[src/rtl/baud_pkg.sv]
// Shared defaults and helpers for the fractional baud tick generator.
package baud_pkg;

  localparam int DFLT_CNT_W  = 16;
  localparam int DFLT_FRAC_W = 4;
  localparam int DFLT_OVS    = 16;
  // 100 MHz / (115200 * 16) = 54.25 -> 54 + 4/16
  localparam int DFLT_INT    = 54;
  localparam int DFLT_FRAC   = 4;
  localparam int MIN_DIV     = 2;

  function automatic int phase_w(input int ovs);
    return (ovs <= 2) ? 1 : $clog2(ovs);
  endfunction

endpackage

[src/rtl/baud_frac_acc.sv]
// Fractional phase accumulator: adds the fractional divisor each period start
// and turns the carry into one extra clk cycle of the current period.
module baud_frac_acc
  import baud_pkg::*;
#(
  parameter int CNT_W  = DFLT_CNT_W,
  parameter int FRAC_W = DFLT_FRAC_W
) (
  input  logic              clk,
  input  logic              reset_n,
  input  logic              clr,
  input  logic              step,
  input  logic [CNT_W-1:0]  div_int,
  input  logic [FRAC_W-1:0] div_frac,
  output logic [CNT_W-1:0]  period
);

  logic [FRAC_W-1:0] acc;
  logic [FRAC_W:0]   sum;
  logic [CNT_W-1:0]  eff_int;
  logic [CNT_W:0]    wide;

  assign sum     = {1'b0, acc} + {1'b0, div_frac};
  assign eff_int = (div_int < CNT_W'(MIN_DIV)) ? CNT_W'(MIN_DIV) : div_int;
  assign wide    = {1'b0, eff_int} + {{CNT_W{1'b0}}, sum[FRAC_W]};
  // Saturate rather than wrap when the carry lands on an all-ones divisor.
  assign period  = wide[CNT_W] ? {CNT_W{1'b1}} : wide[CNT_W-1:0];

  always_ff @(posedge clk or negedge reset_n) begin
    if (!reset_n) begin
      acc <= '0;
    end else if (clr) begin
      acc <= '0;
    end else if (step) begin
      acc <= sum[FRAC_W-1:0];
    end
  end

endmodule

[src/rtl/baud_gen_frac.sv]
// Fractional-N oversample/bit tick generator with glitch-free divisor update
// and phase realignment for RX start-bit synchronisation.
module baud_gen_frac
  import baud_pkg::*;
#(
  parameter int CNT_W    = DFLT_CNT_W,
  parameter int FRAC_W   = DFLT_FRAC_W,
  parameter int OVS      = DFLT_OVS,
  parameter int DEF_INT  = DFLT_INT,
  parameter int DEF_FRAC = DFLT_FRAC,
  localparam int PH_W    = phase_w(OVS)
) (
  input  logic              clk,
  input  logic              reset_n,
  input  logic              en,
  input  logic [CNT_W-1:0]  div_int,
  input  logic [FRAC_W-1:0] div_frac,
  input  logic              div_load,
  input  logic              phase_clr,
  output logic              os_tick,
  output logic              bit_tick,
  output logic [PH_W-1:0]   phase
);

  localparam logic [PH_W-1:0] PH_LAST = PH_W'(OVS - 1);

  logic [CNT_W-1:0]  shadow_int;
  logic [FRAC_W-1:0] shadow_frac;
  logic [CNT_W-1:0]  sel_int;
  logic [FRAC_W-1:0] sel_frac;
  logic [CNT_W-1:0]  cnt;
  logic [CNT_W-1:0]  period;
  logic              running;
  logic              period_start;
  logic              tick;

  // The shadow is only consulted at a period start, so it also serves as the
  // active divisor; a load landing on a period start takes effect right away.
  assign sel_int  = div_load ? div_int  : shadow_int;
  assign sel_frac = div_load ? div_frac : shadow_frac;

  assign period_start = en && (!running || (cnt == '0) || phase_clr);
  assign tick         = en && running && (cnt == '0) && !phase_clr;

  baud_frac_acc #(
    .CNT_W  (CNT_W),
    .FRAC_W (FRAC_W)
  ) u_acc (
    .clk      (clk),
    .reset_n  (reset_n),
    .clr      (!en),
    .step     (period_start),
    .div_int  (sel_int),
    .div_frac (sel_frac),
    .period   (period)
  );

  always_ff @(posedge clk or negedge reset_n) begin
    if (!reset_n) begin
      shadow_int  <= CNT_W'(DEF_INT);
      shadow_frac <= FRAC_W'(DEF_FRAC);
    end else if (div_load) begin
      shadow_int  <= div_int;
      shadow_frac <= div_frac;
    end
  end

  always_ff @(posedge clk or negedge reset_n) begin
    if (!reset_n) begin
      running  <= 1'b0;
      cnt      <= '0;
      phase    <= '0;
      os_tick  <= 1'b0;
      bit_tick <= 1'b0;
    end else if (!en) begin
      running  <= 1'b0;
      cnt      <= '0;
      phase    <= '0;
      os_tick  <= 1'b0;
      bit_tick <= 1'b0;
    end else begin
      running  <= 1'b1;
      os_tick  <= tick;
      bit_tick <= tick && (phase == PH_LAST);
      if (period_start) begin
        cnt <= period - 1'b1;
      end else begin
        cnt <= cnt - 1'b1;
      end
      if (phase_clr) begin
        phase <= '0;
      end else if (tick) begin
        phase <= (phase == PH_LAST) ? '0 : phase + 1'b1;
      end
    end
  end

endmodule

[config.mk]
export PLATFORM = sky130hd
export DESIGN_NAME = baud_gen_frac
export DESIGN_NICKNAME = d
export VERILOG_FILES = /design/src/rtl/baud_pkg.sv /design/src/rtl/baud_frac_acc.sv /design/src/rtl/baud_gen_frac.sv
export SDC_FILE = /design/constraint.sdc
export NUM_CORES = 1
export LEC_CHECK = 0
export CAP_MARGIN = 15
export CORE_AREA = 2 2 69 87
export CTS_CLUSTER_DIAMETER = 30
export DETAILED_ROUTE_END_ITERATION = 8
export DIE_AREA = 0 0 71 89
export PLACE_DENSITY = 0.76
export SLEW_MARGIN = 10
export SYNTH_ARGS = -nofsm -noshare
export SYNTH_HDL_FRONTEND = slang
export SYNTH_SLANG_ARGS = --single-unit
[constraint.sdc]
create_clock -name clk -period 6.03 [get_ports clk]
set_input_delay 1.206 -clock clk [delete_from_list [all_inputs] [get_ports clk]]
set_output_delay 1.206 -clock clk [all_outputs]
set_load 0.005 [all_outputs]
==> results.py <==
metrics = {
    "worst_hold_path": {
        "min_from": "u_acc.acc[2]",
        "hold_path_depth": 2,
        "min_delay_worst_endpoint": "u_acc.acc[2]",
        "hp-class": "reg2reg",
    },
    "yosys": {
        "synth_top_cell_by_area": "dfrtp_1",
        "synth_cell_types": 62,
        "ys_top_cells_by_area": "dfrtp_1 (35%), mux2_2 (4.5%), dfstp_2 (4.3%), mux2i_1 (4.0%), nand2_1 (3.5%)",
        "synth_area_mm2": 0.00303,
        "synth_area_per_cell_um2": 9.46,
        "ys.flop_type": "dfrtp_1",
        "syn_nets": 354,
        "async_flop_share_pct": 100,
        "synthCells": 320,
        "yosysTopAreaCellShare_pct": 34.7,
        "ys_seq_elements": 47,
        "yosysWarnings": 0,
        "synth-seq-area-share_pct": 39.0,
        "synth-edff-count": 0,
    },
    "place": {
        "gp_congestion": 0.877,
        "hpwlAfterDp_mm": 5.37,
        "dp.cells": 414,
        "port_buffers": 30,
        "placed_cell_area_mm2": 0.00343,
    },
    "critical_path": {
        "r2r_end": "cnt[14]",
        "cp-end-kind": "register",
        "start_kind": "primary input",
        "ff2ff_path_depth": 16,
        "worstPathMaxFanout": 16,
        "crit_type": "in2reg",
        "reg2reg_slack_ps": 1630,
        "crit_required_ps": 6250,
        "cp_data_arrival_time_ps": 5890,
        "r2r-start": "shadow_int[11]",
    },
    "drt": {
        "vias": 2584,
        "via_per_inst": 6.11,
        "routed_wl_mm": 7.05,
        "drtAntennaViolNets": 0,
        "wl_per_cell_um": 16.7,
        "drtIter0Drc": 86,
        "drc_errors": 0,
        "dr.pass1.iters": 4,
    },
    "cells_and_area": {
        "antenna_cells": 0,
        "area_growth_pct": 17.7,
        "fin_cells": 423,
        "fin_nets": 392,
        "drive_above_1_share_pct": 14.5,
        "stdcell_area_mm2": 0.00356,
    },
    "grt": {
        "antenna_found_initial": 0,
        "first_global_vias": 2469,
        "grt-ovfl-total": 0,
        "grt_start_max_net_pins": 48,
        "grt_pass1_wl_mm": 11.5,
        "grt_usage_pct": 23.1,
    },
    "clocking": {
        "clk_path_buf_depth": 2,
        "numCtsBuffers": 5,
        "cts_tree": "built",
        "root_buffer": "clkbuf_8",
        "clk_pin_slew_ps": 90,
        "ctsResizeCount": 0,
        "clkLatencyLatePin_ps": 300,
        "cts_hold_buf": 0,
        "htreeDepth": 2,
        "cts.sink_count": 47,
        "postCtsSetupBuffers": 0,
    },
    "die": {
        "dieArea_mm2": 0.00632,
        "die_w_um": 71,
        "start_util_pct": 55.6,
        "rows": 30,
        "die_y_um": 89,
        "coreArea_mm2": 0.00544,
        "ios": 31,
    },
    "sta": {
        "setup_violations": 0,
        "hold_violations": 0,
        "finClkSkew_ps": 8.63,
        "tightest_slew_ps": 687,
        "period_needed_ps": 5670,
        "rsz0062_at_grt": "false",
        "max_clock_freq_mhz": 176,
        "period_share_pct": 94.0,
        "drv_slew": 0,
        "slew_headroom_pct": 54.2,
        "finalSetupTns_ps": 0,
    },
    "status": {
        "status": "finished clean",
    },
    "power_and_ir_drop": {
        "irDropWorstVdd_mv": 0.137,
        "p_leak_nw": 1.53,
        "power_density_mw_per_mm2": 243,
    },
    "job": {
        "cap_violations": 0,
    },
}
-- cells in the mapped netlist, types with 5 or more instances --
| cell | instances |
|---|---|
| xnor2_1 | 11 |
| and2_1 | 6 |
| buf_2 | 6 |
| or3_1 | 8 |
| dfrtp_1 | 42 |
| nor4_1 | 6 |
| or4_1 | 5 |
| a21o_1 | 6 |
| mux2i_1 | 12 |
| nor2_1 | 20 |
| o22ai_1 | 7 |
| ha_1 | 8 |
| nand3_1 | 7 |
| mux2_2 | 12 |
| inv_1 | 9 |
| a21oi_1 | 19 |
| nand2_1 | 28 |
| dfstp_2 | 5 |
| nor3_1 | 11 |
| o21ai_0 | 13 |
| a211oi_1 | 6 |
| nand4_1 | 7 |
-- state kept, by name (all words and copies together) (netlist names) --
| name | flops |
|---|---|
| bit_tick | 1 |
| cnt | 16 |
| os_tick | 1 |
| phase | 4 |
| running | 1 |
| shadow_frac | 4 |
| shadow_int | 16 |
| u_acc.acc | 4 |
-- how the worst max path moves through the flow --
stage,from,endpoint,cells past startpoint
after global placement,div_load,cnt[12],19
after global routing,div_load,cnt[15],16
final,div_load,cnt[14],18
after floorplan,div_load,cnt[14],22
after detailed placement,div_load,cnt[15],16
after CTS,div_load,cnt[15],16
-- critical path, stage by stage --
cell and delay (ps):
clkdlybuf4s50_1 510, buf_12 160, or4b_2 580, o22a_1 210
or4_1 430, and2_1 190, ha_1 220, ha_1 250
nand4_1 130, nor3_1 100, o211ai_2 210, nand2_1 90
o22ai_1 200, ha_1 190, o21ai_0 100, or3_1 420
or4_1 530, a21oi_1 170
-- kinds of logic after synthesis --
kind of cell | share of synthesized area, %
compound gates | 17.2
buf+inv | 4.09
flops | 39.0
mux | 9.75
simple gates | 21.6
fa+ha+maj | 3.97
xor+xnor | 4.34
-- placed cells by master (no fill, tap or decap), types with 2 or more instances in the layout --
| cell | netlist | layout |
|---|---|---|
| buf_12 | 0 | 2 |
| xor2_1 | 4 | 4 |
| a22o_1 | 2 | 2 |
| a21boi_0 | 2 | 2 |
| mux2i_1 | 12 | 12 |
| a22oi_1 | 2 | 2 |
| dfrtp_1 | 42 | 42 |
| and2_1 | 6 | 6 |
| nor4_1 | 6 | 6 |
| o21ai_0 | 13 | 13 |
| nor3b_1 | 3 | 3 |
| a211oi_1 | 6 | 6 |
| clkbuf_8 | 0 | 5 |
| or4_1 | 5 | 5 |
| inv_1 | 9 | 9 |
| nand4_1 | 7 | 7 |
| and3_1 | 3 | 3 |
| a21oi_1 | 19 | 19 |
| nand3b_1 | 4 | 4 |
| or2_2 | 2 | 2 |
| mux2_2 | 12 | 12 |
| clkdlybuf4s50_1 | 0 | 29 |
| buf_4 | 1 | 13 |
| ha_1 | 8 | 8 |
| nand3_1 | 7 | 7 |
| or3_1 | 8 | 8 |
| nand2b_1 | 4 | 4 |
| a21o_1 | 6 | 6 |
| nand2_1 | 28 | 28 |
| nor2_1 | 20 | 20 |
| o21a_1 | 3 | 3 |
| dfstp_2 | 5 | 5 |
| o22ai_1 | 7 | 7 |
| xnor2_1 | 11 | 11 |
| nor3_1 | 11 | 11 |
| o211ai_1 | 2 | 2 |
| o31ai_1 | 3 | 3 |
-- layout make-up --
type | count | area, µm²
Sequential cell | 47 | 1180
Fill cell | 453 | 1880
Tap cell | 64 | 80.1
Timing Repair Buffer | 45 | 433
Clock buffer | 6 | 72.6
Multi-Input combinational cell | 249 | 1720
Inverter | 10 | 37.5
Clock inverter | 2 | 37.5
-- routing by layer --
metal	track usage (%)	routed length (µm)
met1	28.8	3100
met2	39.3	3480
met3	3.49	250
met4	11.8	229
met5	0	0
-- power breakdown --
| group | switching, mW | total, mW | internal, mW | leakage (nW) |
|---|---|---|---|---|
| combinational | 0.138 | 0.255 | 0.117 | 0.893 |
| sequential | 0.0258 | 0.379 | 0.353 | 0.584 |
| clock | 0.108 | 0.232 | 0.124 | 0.0514 |
-- per-stage QoR --
| stage | util (%) | hold slack, ps | total power, mW | setup WS (ps) |
|---|---|---|---|---|
| 5_1_grt | 65.5 | 535 | 0.913 | 25.0 |
| 3_3_place_gp | 63.1 | 471 | 0.626 | 141 |
| 2_1_floorplan | - | 454 | 0.550 | 254 |
| 4_1_cts | 65.1 | 508 | 0.865 | 363 |
| 3_5_place_dp | 63.1 | 488 | 0.634 | 77.6 |
| 6_report | 65.5 | 498 | 0.866 | 360 |
Note: power is estimated with default switching activity, not from simulation.
